File: src/rtl/snake_pkg.sv
// Shared types and constants for the two-snake LED game.
// State encodings, LED geometry, reset and wall bitmaps.
package snake_pkg;

  localparam int LED_W = 16;

  typedef enum logic [1:0] {
    S_IDLE = 2'd0,
    S_RUN  = 2'd1,
    S_DONE = 2'd2
  } state_t;

  localparam logic [LED_W-1:0] A_RST  = 16'hE000;
  localparam logic [LED_W-1:0] B_RST  = 16'h0001;
  // A snake touching one of these bits cannot go further that way.
  localparam logic [LED_W-1:0] WALL_R = 16'h0001;
  localparam logic [LED_W-1:0] WALL_L = 16'h8000;

  localparam logic [1:0] MODE_RST = 2'd1;
  localparam logic [1:0] MODE_MAX = 2'd2;

  // dir=1 moves toward bit 15 (left/up), dir=0 toward bit 0.
  function automatic logic [LED_W-1:0] shift_pos(
    input logic [LED_W-1:0] p,
    input logic             left
  );
    return left ? (p << 1) : (p >> 1);
  endfunction

endpackage

File: src/rtl/snake_tick_gen.sv
// Free-running prescaler with three step ticks.
// Ports: clk, rst, clear, run in; tick[j] = tick_(BASE+j) out.
module snake_tick_gen #(
  parameter int BASE = 24
) (
  input  logic       clk,
  input  logic       rst,
  input  logic       clear,
  input  logic       run,
  output logic [2:0] tick
);

  logic [BASE+1:0] cnt;

  always_ff @(posedge clk or posedge rst) begin
    if (rst)        cnt <= '0;
    else if (clear) cnt <= '0;
    else if (run)   cnt <= cnt + 1'b1;
  end

  for (genvar j = 0; j < 3; j++) begin : g_tick
    assign tick[j] = run && (&cnt[BASE+j-1:0]);
  end

endmodule

File: src/rtl/snake_step_scheduler.sv
// Two-snake step scheduler: ticks, arbitration, bounces, round timer, FSM.
// Ports: clk, rst, start, speed_up, speed_down in; led, state, mode_a, hits, time_left out.
module snake_step_scheduler
  import snake_pkg::*;
#(
  parameter int TICK_BASE_LOG2 = 24,
  parameter int ROUND_TICKS    = 10
) (
  input  logic             clk,
  input  logic             rst,
  input  logic             start,
  input  logic             speed_up,
  input  logic             speed_down,
  output logic [LED_W-1:0] led,
  output logic [1:0]       state,
  output logic [1:0]       mode_a,
  output logic [3:0]       hits,
  output logic [3:0]       time_left
);

  localparam logic [3:0] TIME_RST = 4'(ROUND_TICKS);

  state_t state_q, state_d;
  logic clr_pre, reinit, run;
  logic [2:0] tick;
  logic tick_a, req_a, req_b, slow;
  logic pend_a, pend_b, prio_a, gnt_a, gnt_b;
  logic [LED_W-1:0] pos_a, pos_b, pos_a_d, pos_b_d, led_q;
  logic dir_a, dir_b, dir_a_d, dir_b_d;
  logic [LED_W-1:0] cur, oth, tgt, nxt;
  logic cur_dir, wall, clash, nxt_dir;
  logic [1:0] mode_q;
  logic [3:0] hits_q, time_q;

  snake_tick_gen #(
    .BASE(TICK_BASE_LOG2)
  ) u_tick (
    .clk  (clk),
    .rst  (rst),
    .clear(clr_pre | reinit),
    .run  (state_q == S_RUN),
    .tick (tick)
  );

  always_comb begin
    state_d = state_q;
    clr_pre = 1'b0;
    reinit  = 1'b0;
    case (state_q)
      S_IDLE: if (start) begin
        state_d = S_RUN;
        clr_pre = 1'b1;
      end
      S_RUN: if (time_q == 4'd0) state_d = S_DONE;
      S_DONE: if (start) begin
        state_d = S_IDLE;
        reinit  = 1'b1;
      end
      default: state_d = S_IDLE;
    endcase
  end

  always_ff @(posedge clk or posedge rst) begin
    if (rst) state_q <= S_IDLE;
    else     state_q <= state_d;
  end

  // Once the timer hits zero the round is over: no more steps.
  assign run = (state_q == S_RUN) && (time_q != 4'd0);

  always_comb begin
    tick_a = tick[0];
    unique case (mode_q)
      2'd1:    tick_a = tick[1];
      2'd2:    tick_a = tick[2];
      default: tick_a = tick[0];
    endcase
  end

  assign req_a = run & tick_a;
  assign req_b = run & tick[1];
  assign slow  = run & tick[2];

  assign gnt_a = run && pend_a && (!pend_b || prio_a);
  assign gnt_b = run && pend_b && !gnt_a;

  always_comb begin
    cur     = gnt_a ? pos_a : pos_b;
    oth     = gnt_a ? pos_b : pos_a;
    cur_dir = gnt_a ? dir_a : dir_b;
    wall    = cur_dir ? |(cur & WALL_L) : |(cur & WALL_R);
    tgt     = shift_pos(cur, cur_dir);
    clash   = !wall && |(tgt & oth);
    nxt     = (wall || clash) ? cur : tgt;
    nxt_dir = (wall || clash) ? !cur_dir : cur_dir;
    pos_a_d = gnt_a ? nxt : pos_a;
    pos_b_d = gnt_b ? nxt : pos_b;
    dir_a_d = gnt_a ? nxt_dir : dir_a;
    dir_b_d = gnt_b ? nxt_dir : dir_b;
  end

  always_ff @(posedge clk or posedge rst) begin
    if (rst) begin
      pos_a  <= A_RST;
      pos_b  <= B_RST;
      dir_a  <= 1'b0;
      dir_b  <= 1'b1;
      led_q  <= A_RST | B_RST;
      pend_a <= 1'b0;
      pend_b <= 1'b0;
      prio_a <= 1'b1;
      hits_q <= 4'd0;
      time_q <= TIME_RST;
      mode_q <= MODE_RST;
    end else if (reinit) begin
      pos_a  <= A_RST;
      pos_b  <= B_RST;
      dir_a  <= 1'b0;
      dir_b  <= 1'b1;
      led_q  <= A_RST | B_RST;
      pend_a <= 1'b0;
      pend_b <= 1'b0;
      prio_a <= 1'b1;
      hits_q <= 4'd0;
      time_q <= TIME_RST;
      mode_q <= MODE_RST;
    end else begin
      pos_a  <= pos_a_d;
      pos_b  <= pos_b_d;
      dir_a  <= dir_a_d;
      dir_b  <= dir_b_d;
      led_q  <= pos_a_d | pos_b_d;
      pend_a <= run && (req_a || (pend_a && !gnt_a));
      pend_b <= run && (req_b || (pend_b && !gnt_b));
      // Last grantee yields on the next tie.
      if (gnt_a)      prio_a <= 1'b0;
      else if (gnt_b) prio_a <= 1'b1;
      if ((gnt_a || gnt_b) && clash && hits_q != 4'hF)
        hits_q <= hits_q + 4'd1;
      if (slow) time_q <= time_q - 4'd1;
      if (state_q == S_RUN && (speed_up ^ speed_down)) begin
        if (speed_up && mode_q != MODE_MAX)
          mode_q <= mode_q + 2'd1;
        else if (speed_down && mode_q != 2'd0)
          mode_q <= mode_q - 2'd1;
      end
    end
  end

  assign led       = led_q;
  assign state     = state_q;
  assign mode_a    = mode_q;
  assign hits      = hits_q;
  assign time_left = time_q;

endmodule

File: config.mk
export PLATFORM = sky130hd
export DESIGN_NAME = snake_step_scheduler
export DESIGN_NICKNAME = d
export VERILOG_FILES = /design/src/rtl/snake_pkg.sv /design/src/rtl/snake_tick_gen.sv /design/src/rtl/snake_step_scheduler.sv
export SDC_FILE = /design/constraint.sdc
export NUM_CORES = 1
export LEC_CHECK = 0
export ABC_AREA = 0
export CAP_MARGIN = 10
export CORE_AREA = 2 2 105 107
export DETAILED_ROUTE_END_ITERATION = 6
export DIE_AREA = 0 0 107 109
export PLACE_DENSITY = 0.7
export SLEW_MARGIN = 20
export SYNTH_ARGS = -nofsm -noshare
export SYNTH_HDL_FRONTEND = slang
export SYNTH_HIERARCHICAL = 1
export SYNTH_SLANG_ARGS = --single-unit
File: constraint.sdc
create_clock -name clk -period 2.8 [get_ports clk]
set_clock_uncertainty 0.1 [all_clocks]
set_input_delay 0.56 -clock clk [delete_from_list [all_inputs] [get_ports clk]]
set_output_delay 0.56 -clock clk [all_outputs]
set_load 0.1 [all_outputs]
# == After elaboration in Yosys (flattened, before gate mapping) ==
# Cells that the tools add are included.
# classes
add_sub_neg,5
eq_ne,9
mux,39
bitwise_logic,7
n_reduce_logical,46
# op_table
op,n
$mux 16,9
$mux 26,2
$add 26x1->26 const B,1
$reduce_and 26->1,1
$reduce_and 25->1,1
$reduce_and 24->1,1
$logic_and 1x1->1,18
$and 16x16->16,1
$mux 4,4
$or 16x16->16,1
$reduce_or 16->1,1
$mux 1,15
$mux 2,7
$reduce_bool 2->1,7
$ne 2x2->1 const B,4
$pmux 2 s3,1
$reduce_bool 3->1,2
$logic_not 1->1,5
$logic_or 1x1->1,5
$add 4x1->4 const B,1
$eq 2x1->1 const B,2
$eq 2x2->1 const B,2
$logic_not 4->1,1
$ne 4x4->1 const B,1
11 further kinds,13
# word_totals
register_bits,91
input_bits,5
output_inout_bits,28

# == Longest topological paths before layout ==
# Gate-level depths: netlist of the first run.
# logic_depth
depth_word,14
depth_mapped,13

# == Modules after synthesis ==
# Netlist of the first run, hierarchy kept.
# modules_own_cells
module,instances,cells_each,area_per_inst_um2
snake_step_scheduler,1,398,3696.0
snake_tick_gen,1,147,1406.3

# == Worst setup path after synthesis of the first run ==
# OpenSTA, ideal clock, no wires.
# synth_timing
path_kind,reg-to-reg
startpoint,register time_q[0] (netlist: time_left[0])
endpoint,register led_q[9] (netlist: led[9])
setup_time_ps,126
arrival_time_ps,3282
required_time_ps,2574
setup_slack_ps,-708
stages_incl_launch_ff,12
cell_sequence,dfrtp_1 -> inv_1 -> ha_1 -> or3b_4 -> and4_4 -> buf_6 -> a221o_1 -> nor4_4 -> o21ai_2 -> a21o_1 -> a32o_1 -> a311o_1
# synth_via
elab_chain_cells,14
# synth_lines
item,line_no,source
"start, declared",snake_step_scheduler.sv:33,"logic [3:0] hits_q, time_q;"
"start signal, assigned",snake_step_scheduler.sv:140,if (slow) time_q <= time_q - 4'd1;
$reduce_bool 4->1 *,snake_step_scheduler.sv:69,assign run = (state_q == S_RUN) && (time_q != 4'd0);
$logic_and 1x1->1 *,snake_step_scheduler.sv:69,
$logic_and 1x1->1 (2 in series),snake_step_scheduler.sv:84,assign gnt_a = run && pend_a && (!pend_b || prio_a);
$mux 16 / $mux 1 (equally long branches),"snake_step_scheduler.sv:88, snake_step_scheduler.sv:90",
$mux 16,snake_pkg.sv:27,return left ? (p << 1) : (p >> 1);
$and 16x16->16,snake_step_scheduler.sv:93,clash = !wall && |(tgt & oth);
$reduce_or 16->1,snake_step_scheduler.sv:93,
$logic_and 1x1->1,snake_step_scheduler.sv:93,
$logic_or 1x1->1,snake_step_scheduler.sv:94,nxt = (wall || clash) ? cur : tgt;
$mux 16,snake_step_scheduler.sv:94,
"$mux 16, on equally long branches","snake_step_scheduler.sv:96, snake_step_scheduler.sv:97",
$or 16x16->16 *,snake_step_scheduler.sv:132,led_q <= pos_a_d | pos_b_d;
$mux 16 *,snake_step_scheduler.sv:115,end else if (reinit) begin
"end signal, assigned",snake_step_scheduler.sv:108,led_q <= A_RST | B_RST;
"end signal, assigned",snake_step_scheduler.sv:120,led_q <= A_RST | B_RST;
"end signal, assigned",snake_step_scheduler.sv:132,
"end, declared",snake_step_scheduler.sv:28,"logic [LED_W-1:0] pos_a, pos_b, pos_a_d, pos_b_d, led_q;"
# Mark *: on every way between the ends. The rest lies on a longest branch, timed or not.
# A chain may end at the register's enable or synchronous reset.

# == Worst setup path in the final report of the first run ==
# layout_timing
startpoint,register dir_b
endpoint,register led_q[9] (netlist: led[9])
# layout_via
elab_chain_cells,10
# layout_lines
item,line_no,source
"start, declared",snake_step_scheduler.sv:29,"logic dir_a, dir_b, dir_a_d, dir_b_d;"
"start signal, assigned",snake_step_scheduler.sv:131,dir_b <= dir_b_d;
$mux 1 *,snake_step_scheduler.sv:90,cur_dir = gnt_a ? dir_a : dir_b;
$mux 16,snake_pkg.sv:27,
$and 16x16->16,snake_step_scheduler.sv:93,
$reduce_or 16->1,snake_step_scheduler.sv:93,
$logic_and 1x1->1,snake_step_scheduler.sv:93,
$logic_or 1x1->1,snake_step_scheduler.sv:94,
$mux 16 *,snake_step_scheduler.sv:94,
"$mux 16, on equally long branches","snake_step_scheduler.sv:96, snake_step_scheduler.sv:97",
$or 16x16->16 *,snake_step_scheduler.sv:132,
$mux 16 *,snake_step_scheduler.sv:115,
# Marked as above.

==> metrics.txt, run 1 <==
H-tree Lvls=3; Setup crit end kind=flop; final total power=3.842 mW; Worst VDD drop=0.7251 mV; IO Port Bufs=32; FFs w/ async S/R, synth=between 90% and 100%; WP data arrival=3.17 ns; CTS tree=built; hold_buf cts=0; final worst slack=-0.2103 ns; Crit path buffers/inverters=2; final wirelength=roughly 14 mm; status=complete, but fails checks; mean post-synth cell area=9.362 um2; Critical Path Max Stage Delay=0.67 ns; final instance area=0.006872 mm2; CTS Buf Count=9; Fill cells=about 860; vias in the first global route=roughly 4.8k; Post-route DRC=0; die area=0.01166 mm2; CTS sink cnt=91; synth-to-layout area growth=34.67%; Highest Signal Layer=met4; Die H=109 um; commonest non-fill, non-tap cell in the layout=buf_4; Ports=33; Row Count=38; Reg clk slew, reported paths=approximately 0.09 ns; EDFF count, synth=0; initial antenna violation count=0; Max clock buf depth=2; worst-path fanout max=6; violated checks=negative setup slack; Main synth FF type=dfrtp_1; delay-heaviest family, CP=compound AO/OA/AOI/OAI gates; Pwr Density=559.1 mW/mm2; pre-CTS setup slack=-0.2396 ns; Final Slew Violations=0; hpwl dp=10.10 mm; Setup crit start kind=flop; minimum clock period=around 3.0 ns; Post-Syn Area=a little over 0.005 mm2; fmax=between 300 and 400 MHz; Placed Cells=767; Distinct cells, synth=67; drt wl/cell=~18 um; Seq cells post-synth=91; Met3 Wirelength=676 um; starting density of the core=48.12%; antenna-violating nets left=0; vias per cell=around 6; post-synthesis instance total=545; sequential share of the synthesized area=44.95%; syn_nets=between 500 and 600; clock root buffer=clkbuf_8; core box area=0.01060 mm2; CP Cell Sequence=buf_12, mux2_2, a221o_1, nor4_4, buf_4, o21ai_4, a21o_1, a32o_2, a311o_1; Leakage=2.944 nW; final design utilization=around two thirds; fin crit share=107.5%; critical path class=flop to flop; M1 WL=between 6 and 7 mm; Met2 Wirelength=7.258 mm; starting DRC count in detailed routing=322; Finished Layout Cells=796; # setup viols final=33; GRT Overall Usage=25.42%; worst slew pin tran=0.5378 ns; nets=662; Placed Area=0.006055 mm2; largest net degree at the start of global routing=66; Slowest-stage cell, CP=dfstp_2; Via Count=4757; global-route wire length before repair=23.35 mm; gpl congestion=just over 0.9; class of the worst hold path=flop to flop; Hold Vio Cnt, Final=0; number of diodes=0; GRT Residual Overflow=0; RSZ-0062 raised after global routing=true; max_cap viols=0; Die X=107 um; share of layout cells above drive strength 1=between 30% and 40%; Yosys warnings=6; TritonRoute pass-1 iters=5; Clk Latency, worst-skew pair=~0.37 ns; CP required=2.96 ns; most frequent cells in the layout=buf_4, dfrtp_1, nand2_1; Slew headroom=63.91%
## stage by stage
stage          hold slack [ns]  setup TNS, ns
2_1_floorplan           0.3873         -6.824
3_3_place_gp            0.4002         -1.101
3_5_place_dp            0.4189         -2.852
4_1_cts                 0.4223         -1.136
5_1_grt                 0.4557         -6.648
6_report                0.4253         -2.625
## worst reg2reg max path, stage by stage, from the launching register on
cell and delay [ns]:
dfstp_2 0.67, buf_12 0.15, mux2_2 0.36, a221o_1 0.40, nor4_4 0.26, buf_4 0.19
o21ai_4 0.06, a21o_1 0.19, a32o_2 0.25, a311o_1 0.26
## where the power goes
group          leakage [nW]  switching [mW]  internal (mW)
combinational          1.83           0.731          0.465
clock                 0.128           0.497          0.627
sequential            0.989           0.107           1.41
## timing repair
item,4_1_cts,5_1_grt
setup buffers,4,10
gates resized for setup,22,70
endpoints found under the setup margin,44,54
pin swaps,3,23
## logic make-up after synthesis
family                     after synthesis  share of synthesized area, %
muxes                                   35                         7.209
adders and majority gates                6                         1.471
and+or+nand+nor                        193                         18.98
AOI/OAI and AO/OA                      149                         20.06
buffers and inverters                   54                         4.414
xor gates and xnor gates                17                         2.918
DFF                                     91                         44.95
## cells in the mapped netlist, drive strengths merged (8+ instances only)
cell type	number	share of area (%)
a21oi	29	2.8
a22oi	11	1.6
and2	8	0.98
buf	14	1.5
clkbuf	14	1.0
dfrtp	78	38
dfstp	13	6.7
inv	26	1.9
mux2	14	3.1
mux2i	21	4.1
nand2	58	4.3
nand3	24	2.4
nand4	9	1.2
nor2	48	3.5
o21ai	34	3.4
o31ai	16	2.4
or4	9	1.3
xnor2	8	1.4
xor2	9	1.5
## state kept, by name, indices dropped and copies added (netlist names)
name and cells:
dir_a 1, pos_b 16, pend_a 1, mode_a 2, hits 4, prio_a 1
state 2, pos_a 16, dir_b 1, led 16, pend_b 1, u_tick/cnt 26
time_left 4
## final cells by class
type,count,area [um2],share of cell area (%)
Clock buffer,10,137.6,2.003
Timing Repair Buffer,123,1060,15.42
Clock inverter,6,116.4,1.693
Tap cell,140,175.2,2.549
Multi-Input combinational cell,400,2980,43.37
Inverter,26,100.1,1.457
Sequential cell,91,2302,33.50
## final timing paths
| kind | from | end | slack (ns) | depth (start not counted) |
|---|---|---|---|---|
| worst min register to register | prio_a$_DFFE_PP1P_ | prio_a$_DFFE_PP1P_ | 0.43 | 2 |
| max in group asynchronous | rst | pos_a[13]$_DFF_PP1_ | 1.75 | 3 |
| min in group asynchronous | rst | u_tick/cnt[0]$_DFFE_PP0P_ | 0.50 | 3 |
| worst max-delay path | dir_b$_DFFE_PP1P_ | led[9]$_DFF_PP0_ | -0.21 | 9 |
| worst min-delay path | prio_a$_DFFE_PP1P_ | prio_a$_DFFE_PP1P_ | 0.43 | 2 |
| worst max register to register | dir_b$_DFFE_PP1P_ | led[9]$_DFF_PP0_ | -0.21 | 9 |
## routing by layer
| layer | GRT usage, % | vias to the layer above |
|---|---|---|
| met5 | 0 | - |
| met4 | 8.998 | 0 |
| met3 | 3.945 | 34 |
| met2 | 43.59 | 138 |
| met1 | 32.85 | 2375 |
| li1 | - | 2210 |
Note: power is estimated with default switching activity, not from simulation.
==> run 2, diff against run 1 <==
--- a/config.mk
+++ b/config.mk
@@ -11,8 +11,10 @@
 export DETAILED_ROUTE_END_ITERATION = 6
 export DIE_AREA = 0 0 107 109
 export PLACE_DENSITY = 0.7
+export REMOVE_ABC_BUFFERS = 1
 export SLEW_MARGIN = 20
 export SYNTH_ARGS = -nofsm -noshare
 export SYNTH_HDL_FRONTEND = slang
 export SYNTH_HIERARCHICAL = 1
 export SYNTH_SLANG_ARGS = --single-unit
+export TNS_END_PERCENT = 100
==> run 2 against run 1 <==
Net effect: the flow still finishes with violations (negative setup slack); combinational power is 7% lower; total power is 0.20% higher; die area is the same; core utilization down 2.2 points; clock power up 7%; non-clock buffer count down 7; critical path depth increased by 2; fmax up 3.7%; sequential share of layout area is 1.1 points higher; hold slack got worse by 0.079 ns; critical endpoint unchanged; largest power group unchanged.
==> metrics.txt, run 2 (synthesized netlist as in run 1, its figures left out) <==
Die H=approximately 110 um; Setup crit end kind=flop; nets=655; Hold Vio Cnt, Final=0; Row Count=38; GRT Overall Usage=25.90%; worst-path fanout max=6; largest net degree at the start of global routing=66; Seq pwr share=39.9%; global-route wire length before repair=between 20 and 25 mm; final wirelength=14.56 mm; CTS tree=built; die area=0.01166 mm2; M1 WL=6.113 mm; delay-heaviest family, CP=compound AO/OA/AOI/OAI gates; max FFs per register=26; Highest Signal Layer=met4; Critical Path Max Stage Delay=about 0.55 ns; minimum clock period=2.902 ns; register with the most flip-flops=u_tick/cnt; vias per cell=6.106; Die X=107 um; most frequent cells in the layout=buf_4, dfrtp_1, nand2_1; Slew headroom=65.95%; class of the worst hold path=input port to asynchronous set/reset pin; Worst VDD drop=0.8852 mV; GRT Residual Overflow=0; critical path class=flop to flop; antenna-violating nets left=0; WP data arrival=3.08 ns; Setup crit start kind=flop; CTS sink cnt=91; hpwl dp=10.07 mm; Crit path buffers/inverters=3; Met3 Wirelength=960 um; Via Count=4818; Final Slew Violations=0; gpl congestion=0.9544; final setup TNS=-0.5119 ns; Post-route DRC=0; RSZ-0062 raised after global routing=true; Pwr Density=580.3 mW/mm2; CP required=2.97 ns; Slowest-stage cell, CP=dfstp_2; # setup viols final=12; Clk Latency, worst-skew pair=0.40 ns; final worst slack=-0.1020 ns; IO Port Bufs=32; core box area=0.01060 mm2; starting density of the core=48.12%; number of diodes=0; fin crit share=103.6%; synth-to-layout area growth=30.01%; pre-CTS setup slack=-0.2686 ns; Max clock buf depth=2; Finished Layout Cells=789; Met2 Wirelength=7.025 mm; Leakage=2.865 nW; commonest non-fill, non-tap cell in the layout=buf_4; combinational share of power=29.1%; Fill cells=868; status=complete, but fails checks; initial antenna violation count=0; clock root buffer=clkbuf_8; CP Cell Sequence=inv_2, ha_4, or3b_4, and4_4, mux2_4, and2_4, o21a_2, buf_8, buf_6, a32o_2, a311o_1; Reg clk slew, reported paths=0.10 ns; vias in the first global route=4733; switch share=34.03%; Placed Cells=758; H-tree Lvls=3; Cell Int Power=2.540 mW; starting DRC count in detailed routing=432; share of layout cells above drive strength 1=31.74%; max_cap viols=0; TritonRoute pass-1 iters=5; fmax=344.6 MHz; Clk pwr share=31.0%; Ports=33; Net Sw Power=1.310 mW; violated checks=negative setup slack; hold_buf cts=0; drt wl/cell=18.45 um; worst slew pin tran=0.5053 ns; CTS Buf Count=9
## run 2: changes by cell type in the layout (fill, tap and decap cells not counted), moves of 4 or more
cell	change
mux2i_1	-4
o21ai_0	+7
a2bb2oi_2	-4
nor2_4	-4
a21oi_2	-5
buf_12	-4
o21ai_1	-5
a2bb2oi_4	+4
a21oi_1	+8
## run 2: through the flow
step / hold slack (ns) / util [%] / power (mW) / cell area, um2
floorplan: 0.3873 / - / 2.254 / 4975
global placement: 0.4026 / 55.96 / 2.574 / 5933
detailed placement: 0.4105 / 55.96 / 2.601 / 5933
CTS: 0.3447 / 60.33 / 3.830 / 6396
global route: 0.3612 / 62.57 / 4.024 / 6634
finish: 0.3467 / 62.57 / 3.850 / 6634
## run 2: power by group through the flow
stage / sequential (mW) / combinational, mW / clock, mW
2_1_floorplan: 1.73 / 0.520 / 0
3_3_place_gp: 1.55 / 1.03 / 0
3_5_place_dp: 1.56 / 1.05 / 0
4_1_cts: 1.53 / 1.09 / 1.21
5_1_grt: 1.55 / 1.21 / 1.26
6_report: 1.53 / 1.12 / 1.20
## run 2: worst reg2reg max path, cell delays in order (launching register included)
cell     delay, ns
dfstp_2       0.55
inv_2         0.05
ha_4          0.15
or3b_4        0.23
and4_4        0.25
mux2_4        0.31
and2_4        0.17
o21a_2        0.16
buf_8         0.16
buf_6         0.12
a32o_2        0.26
a311o_1       0.26
## run 2: layout make-up
cell class                      count  area (um2)  share of cell area, %
Clock buffer                       10       127.6                  1.924
Tap cell                          140       175.2                  2.641
Clock inverter                      6       136.4                  2.056
Multi-Input combinational cell    400        2868                  43.23
Sequential cell                    91        2295                  34.59
Inverter                           26       97.59                  1.471
Timing Repair Buffer              116       934.6                  14.09
## run 2: metal layers
metal	up-vias	track usage, %
li1	2193	-
met5	-	0
met3	52	5.499
met2	225	41.67
met1	2348	33.69
met4	0	11.87
## run 2: final timing paths
| path | startpoint | to | slack [ns] | cells after the start |
|---|---|---|---|---|
| setup reg to reg | time_left[1]$_DFFE_PP1P_ | led[9]$_DFF_PP0_ | -0.10 | 11 |
| hold reg to reg | hits[3]$_DFFE_PP0P_ | hits[3]$_DFFE_PP0P_ | 0.43 | 1 |
| min in group clk | hits[3]$_DFFE_PP0P_ | hits[3]$_DFFE_PP0P_ | 0.43 | 1 |
| max in group asynchronous | rst | u_tick/cnt[9]$_DFFE_PP0P_ | 1.70 | 3 |
| setup / recovery | time_left[1]$_DFFE_PP1P_ | led[9]$_DFF_PP0_ | -0.10 | 11 |
| hold / removal | rst | u_tick/cnt[14]$_DFFE_PP0P_ | 0.35 | 2 |
## run 2: repair_timing
item	in CTS	in global routing
pin swaps	11	10
gates cloned	0	0
setup buffers	10	6
resized for setup	32	38
setup endpoints to repair	51	51
==> run 3, diff against run 2 <==
--- a/config.mk
+++ b/config.mk
@@ -10,6 +10,7 @@
 export CORE_AREA = 2 2 105 107
 export DETAILED_ROUTE_END_ITERATION = 6
 export DIE_AREA = 0 0 107 109
+export GPL_TIMING_DRIVEN = 0
 export PLACE_DENSITY = 0.7
 export REMOVE_ABC_BUFFERS = 1
 export SLEW_MARGIN = 20
==> run 3 against run 2 <==
Net effect: the run still ends with negative setup slack left; design area up 0.87%; total power decreased by 5.1%; hold slack better by 0.067 ns; clock-buffer cell count is 3 higher; final cell count decreased by 3.0%; highest routed layer unchanged; largest power group unchanged; first-iteration DRC count rose by 22%; via count up 1.1%; wire length is 5.9% higher; setup slack lost 0.25 ns; combinational power is 4% higher; die area unchanged.
==> metrics.txt, run 3 (synthesized netlist as in run 1, its figures left out) <==
status=complete, but fails checks; violated checks=negative setup slack; CTS sink cnt=91; initial antenna violation count=0; Leakage=2.798 nW; WP data arrival=3.33 ns; Row Count=38; max_cap viols=0; worst-path fanout max=12; # setup viols final=45; hold_buf cts=0; register with the most flip-flops=u_tick/cnt; IO Port Bufs=32; starting density of the core=about half; largest net degree at the start of global routing=39; class of the worst hold path=input port to asynchronous set/reset pin; drt wl/cell=20.15 um; Post-route DRC=0; core box area=0.01060 mm2; nets=631; multi-input logic area=0.003082 mm2; RSZ-0062 raised after global routing=true; Worst Hold Slack=0.4136 ns; final wirelength=15.42 mm; most frequent cells in the layout=dfrtp_1, nand2_1, nor2_1; Max clock buf depth=2; max FFs per register=26; hpwl dp=8.394 mm; synth-to-layout area growth=31.14%; Pwr Density=546.2 mW/mm2; Final Slew Violations=0; antenna-violating nets left=0; fmax=between 300 and 400 MHz; Hold Vio Cnt, Final=0; Via Count=between 4k and 5k; minimum clock period=3.153 ns; final worst slack=-0.3533 ns; H-tree Lvls=3; global-route wire length before repair=22.78 mm; Setup crit start kind=flop; FF-to-FF path depth=9; GRT Residual Overflow=0; final total power=3.655 mW; CTS Buf Count=9; vias per cell=around 6.4; die area=0.01166 mm2; starting DRC count in detailed routing=528; Ports=33; clock root buffer=clkbuf_8; Setup crit end kind=flop; Fill cells=851; CP required=a little under 3 ns; fin crit share=112.6%; Clk Latency, worst-skew pair=between 0.3 and 0.4 ns; GRT Overall Usage=24.87%; TritonRoute pass-1 iters=6; final instance area=0.006691 mm2; Reg clk slew, reported paths=about 0.10 ns; CTS tree=built; gpl congestion=around 0.90; Placed Area=0.005500 mm2; sequential cell area=~0.0023 mm2; commonest non-fill, non-tap cell in the layout=dfrtp_1; vias in the first global route=4398; Die X=107 um; Slew headroom=34.03%; number of diodes=0; critical path class=flop to flop; Worst VDD drop=0.6765 mV; worst slew pin tran=0.9884 ns; Die H=109 um; share of layout cells above drive strength 1=28.64%
==> run 3: cell types whose count changed in the layout (fill, tap and decap cells not counted), moves of 7 or more <==
cell             previous run  this run
a21oi_2                     0         7
clkdlybuf4s50_1             4        29
buf_4                     101        35
a21oi_1                    29        21
o21ai_0                    31        18
==> run 3: routing by layer <==
| metal | part of all wire (%) | vias to the layer above | GRT usage (%) |
|---|---|---|---|
| met5 | 0 | - | 0 |
| met4 | 4.3 | 0 | 7.792 |
| met3 | 8.1 | 71 | 5.081 |
| met2 | 46 | 263 | 39.95 |
| met1 | 42 | 2382 | 34.05 |
| li1 | - | 2156 | - |
==> run 3: final timing paths <==
kind	start	endpoint	slack (ns)
max	dir_a$_DFFE_PP0P_	led[9]$_DFF_PP0_	-0.35
min	rst	pos_b[4]$_DFF_PP0_	0.41
max reg2reg	dir_a$_DFFE_PP0P_	led[9]$_DFF_PP0_	-0.35
min reg2reg	hits[3]$_DFFE_PP0P_	hits[3]$_DFFE_PP0P_	0.42
max in group asynchronous	rst	u_tick/cnt[21]$_DFFE_PP0P_	1.31
min in group clk	hits[3]$_DFFE_PP0P_	hits[3]$_DFFE_PP0P_	0.42
==> run 3: worst max-delay path, cell delays in order, from the launching register on <==
cell      delay (ns)
dfrtp_4         0.56
clkbuf_8        0.24
mux2_2          0.38
a222oi_1        0.40
mux2_4          0.26
and2_4          0.18
o21ai_4         0.09
a21o_4          0.26
a32o_2          0.24
a311o_1         0.33
==> run 3: report_power, final <==
| group | internal [mW] | switching [mW] | total, mW | leakage [nW] |
|---|---|---|---|---|
| clock | 0.442 | 0.487 | 0.929 | 0.0943 |
| sequential | 1.42 | 0.144 | 1.56 | 0.991 |
| combinational | 0.418 | 0.744 | 1.16 | 1.71 |
| total | 2.28 | 1.38 | 3.65 | 2.80 |
==> run 3: stage by stage <==
step	TNS, ns	util, %	setup slack [ns]	cells
finish	-6.389	63.11	-0.3533	765
CTS	-1.851	56.95	-0.1537	736
floorplan	-83.53	-	-1.643	517
detailed placement	-116.71	51.88	-2.428	690
global route	-5.608	63.11	-0.2987	765
global placement	-182.84	51.59	-2.572	689
==> run 3: area by class of cell <==
class,instances,share of cell area [%]
clock buffer,13,2.225
inverter,26,1.496
tap,140,2.618
sequential,91,34.39
clock inverter,3,0.6918
timing repair buffer,85,12.53
multi-input combinational,407,46.05
==> run 3: what timing repair did <==
action | in CTS | in global routing
gates cloned | 3 | 4
buffers inserted | 27 | 26
hold endpoints to repair | 0 | 0
endpoints found under the setup margin | 65 | 57
pin swaps | 7 | 22
resized for setup | 38 | 96
